[src/rtl/cnn_pkg.sv]
// Shared types, default widths and the saturating narrow helper for the CNN
// systolic array (PE and output collector).
package cnn_pkg;

  typedef enum logic [1:0] {IDLE, ACCUM, HOLD} pe_state_t;

  localparam int DATA_W = 8;
  localparam int ACC_W  = 24;
  localparam int OUT_W  = 8;

  // Clamp a sign-extended value into the signed range of out_w bits.
  function automatic logic signed [63:0] sat_narrow(input logic signed [63:0] v,
                                                    input int out_w);
    logic signed [63:0] hi, lo;
    hi = (64'sd1 <<< (out_w - 1)) - 64'sd1;
    lo = -(64'sd1 <<< (out_w - 1));
    if (v > hi) return hi;
    if (v < lo) return lo;
    return v;
  endfunction

endpackage

[src/rtl/pe_requant.sv]
// Combinational requantiser: arithmetic right shift then narrow to OUT_W.
// PE_SATURATE_EN selects clamping; otherwise two's-complement truncation.
module pe_requant
  import cnn_pkg::*;
#(
  parameter int IN_W  = 24,
  parameter int OUT_W = 8,
  parameter int SHIFT = 0
) (
  input  logic signed [IN_W-1:0]  din,
  output logic signed [OUT_W-1:0] dout
);

`ifdef PE_SATURATE_EN
  logic signed [IN_W-1:0] sh;
  logic signed [63:0]     ext;

  always_comb begin
    sh   = din >>> SHIFT;
    ext  = {{(64-IN_W){sh[IN_W-1]}}, sh};
    dout = OUT_W'(sat_narrow(ext, OUT_W));
  end
`else
  always_comb dout = OUT_W'(din >>> SHIFT);
`endif

endmodule

[src/rtl/systolic_mac_pe.sv]
// Output-stationary MAC PE: forwards operands east/south, accumulates a
// variable-length dot product and holds the requantised result until drained.
// Requantisation mode is set by PE_SATURATE_EN (see pe_requant).
module systolic_mac_pe
  import cnn_pkg::*;
#(
  parameter int DATA_W = cnn_pkg::DATA_W,
  parameter int ACC_W  = cnn_pkg::ACC_W,
  parameter int OUT_W  = cnn_pkg::OUT_W,
  parameter int K_MAX  = 256,
  parameter int SHIFT  = 0
) (
  input  logic                     clk,
  input  logic                     reset,
  input  logic                     in_valid,
  output logic                     in_ready,
  input  logic signed [DATA_W-1:0] in_a,
  input  logic signed [DATA_W-1:0] in_b,
  input  logic                     in_last,
  output logic                     out_valid,
  output logic signed [DATA_W-1:0] out_a,
  output logic signed [DATA_W-1:0] out_b,
  output logic                     res_valid,
  input  logic                     res_ready,
  output logic signed [OUT_W-1:0]  res_data,
  output logic                     err
);

  localparam int CW = $clog2(K_MAX + 1);

  pe_state_t               state, state_n;
  logic signed [ACC_W-1:0] acc, acc_n;
  logic [CW-1:0]           term_cnt, cnt_n, cnt_inc;
  logic                    err_set;
  logic                    acc_in;
  logic signed [2*DATA_W-1:0] prod;
  logic signed [ACC_W-1:0]    prod_ext;

  assign in_ready  = (state != HOLD);
  assign res_valid = (state == HOLD);
  assign acc_in    = in_valid & in_ready;

  assign prod     = in_a * in_b;
  assign prod_ext = {{(ACC_W-2*DATA_W){prod[2*DATA_W-1]}}, prod};
  // First term of a dot product restarts the count at 1.
  assign cnt_inc  = (state == IDLE) ? CW'(1) : term_cnt + 1'b1;

  always_comb begin
    state_n = state;
    acc_n   = acc;
    cnt_n   = term_cnt;
    err_set = 1'b0;
    case (state)
      IDLE, ACCUM: begin
        if (acc_in) begin
          acc_n = ((state == IDLE) ? '0 : acc) + prod_ext;
          cnt_n = cnt_inc;
          if (in_last) begin
            state_n = HOLD;
          end else if (cnt_inc == CW'(K_MAX)) begin
            state_n = HOLD;
            err_set = 1'b1;
          end else begin
            state_n = ACCUM;
          end
        end
      end
      HOLD: begin
        if (res_ready) begin
          state_n = IDLE;
          acc_n   = '0;
          cnt_n   = '0;
        end
      end
      default: state_n = IDLE;
    endcase
  end

  always_ff @(posedge clk or negedge reset) begin
    if (!reset) begin
      state    <= IDLE;
      acc      <= '0;
      term_cnt <= '0;
      err      <= 1'b0;
    end else begin
      state    <= state_n;
      acc      <= acc_n;
      term_cnt <= cnt_n;
      if (err_set) err <= 1'b1;
    end
  end

  always_ff @(posedge clk or negedge reset) begin
    if (!reset) begin
      out_valid <= 1'b0;
      out_a     <= '0;
      out_b     <= '0;
    end else begin
      out_valid <= acc_in;
      if (acc_in) begin
        out_a <= in_a;
        out_b <= in_b;
      end
    end
  end

  pe_requant #(.IN_W(ACC_W), .OUT_W(OUT_W), .SHIFT(SHIFT)) u_requant (
    .din  (acc),
    .dout (res_data)
  );

endmodule
[config.mk]
export PLATFORM = sky130hd
export DESIGN_NAME = systolic_mac_pe
export DESIGN_NICKNAME = d
export VERILOG_FILES = /design/src/rtl/cnn_pkg.sv /design/src/rtl/pe_requant.sv /design/src/rtl/systolic_mac_pe.sv
export SDC_FILE = /design/constraint.sdc
export NUM_CORES = 1
export LEC_CHECK = 0
export BUFFER_PORTS_ARGS = -buffer_cell sky130_fd_sc_hd__buf_2
export CAP_MARGIN = 30
export CORE_MARGIN = 2
export CORE_UTILIZATION = 30
export DETAILED_ROUTE_END_ITERATION = 16
export GPL_TIMING_DRIVEN = 1
export PLACE_DENSITY = 0.58
export SLEW_MARGIN = 20
export SYNTH_ARGS = -nofsm -noshare
export SYNTH_HDL_FRONTEND = slang
export SYNTH_SLANG_ARGS = --single-unit
[constraint.sdc]
create_clock -name clk -period 3.25 [get_ports clk]
set_input_delay 0.1625 -clock clk [delete_from_list [all_inputs] [get_ports clk]]
set_output_delay 0.1625 -clock clk [all_outputs]
set_load 0.005 [all_outputs]
==> run summary <==
GPL Wtd Cong - 0.775
post-DP HPWL - 5090 um
Crit path required time - 3430 ps
fin crit share - 109%
die area - 10300 um2
cell taking the most area after synthesis - dfrtp_1
number of remaining DRC errors - 0
total gr overflow - 0
top cell type's share of synthesized area - 32.5%
largest net degree at the start of global routing - 38
CTS H-tree depth - 2
arrival time worst endpoint - 3710 ps
Ant. Diodes - 0
cell with the most instances after synthesis - inv_1
RSZ-0062 raised after global routing - yes
WS Path Type - input pin to register
pwr dens - 516 nW/um2
post-DR vias/cell - 4.61
final wirelength - 6660 um
Seq cells post-synth - 37
mapped cell area - 2850 um2
Max-Cap Viols - 0
vias in the first global route - 2293
ys async rst share - 100%
DR pass1 iterations - 4
Slew Viols, Final - 0
fin crit period - 3540 ps
clock latency on the worst-skew pair - 290 ps
status - finished, violations left
dominant combinational cell family by area after synthesis - adder cells
Tot Pwr - 1.87 mW
Die W - 101 um
row cnt - 35
simple-gate share of the synthesized area - 15.0%
clock transition at the registers of the reported paths - 80 ps
Pleak - 1.81 nW
I/O Pins - 49
Seq/Total Area, Yosys - 32.5%
Final setup violation count - 3
Starting Density - 30.9%
synth top area cells - dfrtp_1 (32%), ha_1 (12%), fa_1 (9.1%), mux2_2 (6.7%), inv_1 (5.5%)
Util after Layout - 39.4%
die height - 101 um
I/O Buffers - 48
Synth Net Count - 352
post-synthesis mux area share - 6.71%
CTS tree - yes
initial antenna violation count - 0
Clock Root Buffer - clkbuf_8
failing checks - setup timing
Post-synth top cells - inv_1 (42), dfrtp_1 (37), ha_1 (27), nand2_1 (23), and2_1 (22)
R2R Setup Slk - 510 ps
via count - 2291
final worst setup slack - -288 ps
maximum vdd drop - 258 uV
Rel. slew slack - 52.7%
Post-Synth XOR/XNOR Area - 7.28%
Max Clock Freq - 0.283 GHz
Slew @ Worst Pin - 707 ps
initial DRC count - 61
Worst Path Max Fanout - 5
HP Class - input pin to register
Global Route Usage Sum - 13.7%
EDFF count, synth - 0
drt wl/cell - 13.4 um
layout cells sized above 1 - 31.0%
final-stage net count - 428
Clock Skews - 6.44 ps
CP Capture Type - register
clk sinks - 37
Clock Tree Buf Depth - 2
Primary FF master, synth - dfrtp_1
CP Launch Type - input pin
Mapped Avg Cell Area - 9.80 um2
Routed Antenna Nets - 0
Core Area - 9240 um2
first-pass GRT wire length - 11100 um
Post-Synth Adder-Cell Area - 21.0%
Synth cell types - 36
Layout area overhead - 27.5%
Synth Area in Compound Gates - 11.5%
cell count after synthesis - 291
Yosys warning total - 0
final hold violation count - 0
cts bufs inserted - 5
==> power breakdown <==
part	internal (mW)	switching (mW)	total, mW	leakage (nW)
sequential	0.544	0.0580	0.602	0.463
clock	0.149	0.169	0.318	0.0450
combinational	0.527	0.427	0.954	1.30
==> critical path, cell delays in order <==
cell,delay (ps)
buf_8,100
and2_4,150
ha_4,250
inv_2,30
fa_1,500
inv_2,50
ha_4,260
inv_2,30
fa_1,450
inv_1,70
ha_2,170
inv_2,40
fa_2,530
inv_2,40
ha_4,210
o21a_1,120
or3_1,300
a32o_1,250
==> cell families after synthesis <==
kind of cell,Yosys count
flops,37
xor+xnor,19
compound gates,49
buf+inv,46
mux,17
simple gates,83
fa+ha+maj,40
==> state kept, by name, summed over array words and instances, names as in the netlist <==
name	flops
acc	8
err	1
out_a	8
out_b	8
out_valid	1
state	2
term_cnt	9
==> cell usage in the layout (no fill, tap or decap), types with 9 or more instances in the layout <==
cell,instances
xnor2_1,10
buf_2,42
nand2_1,23
and2_1,20
buf_4,25
fa_1,9
ha_1,22
nor2_1,11
o21ai_0,14
inv_1,37
nor2b_1,10
mux2_2,17
dfrtp_1,37
==> per-stage QoR <==
stage	cells	hold WS (ps)	TNS, ps	area (um2)	setup WS (ps)
6_report	497	99.4	-607	3640	-288
2_1_floorplan	291	-133	-769	2890	-374
4_1_cts	495	7.72	-731	3580	-319
5_1_grt	497	114	-933	3640	-386
3_5_place_dp	486	326	-2090	3440	-711
3_3_place_gp	486	322	-1850	3440	-638
==> final cells by class <==
cell class                      count  area [um2]
Fill cell                         936        5600
Multi-Input combinational cell    208        1820
Sequential cell                    37         926
Timing Repair Buffer               73         484
Tap cell                          129         161
Inverter                           42         158
Clock buffer                        6        72.6
Clock inverter                      2        10.0
==> per-layer routing <==
layer	wire (um)	vias up	global-route usage, %
met5	0	-	0
met4	46	0	3.12
met3	293	4	2.76
met2	2960	58	21.0
met1	3360	1104	19.8
li1	-	1125	-
==> timing repair <==
action                     4_1_cts  5_1_grt
setup buffers                    1        0
hold buffers                     0        1
setup endpoints to repair        3        4
pin swaps                       11        3
hold endpoints to repair         0       16
resized for setup               12        6
==> path summary, 6_finish.rpt <==
| check | from | end | cells after the start |
|---|---|---|---|
| setup reg to reg | state[0] | acc[6] | 11 |
| hold / removal | in_last | state[1] | 2 |
| max in group asynchronous | reset | out_b[6] | 3 |
| min in group asynchronous | reset | term_cnt[8] | 2 |
| setup / recovery | in_b[1] | acc[6] | 18 |
| hold reg to reg | err | err | 1 |
Note: power is estimated with default switching activity, not from simulation.
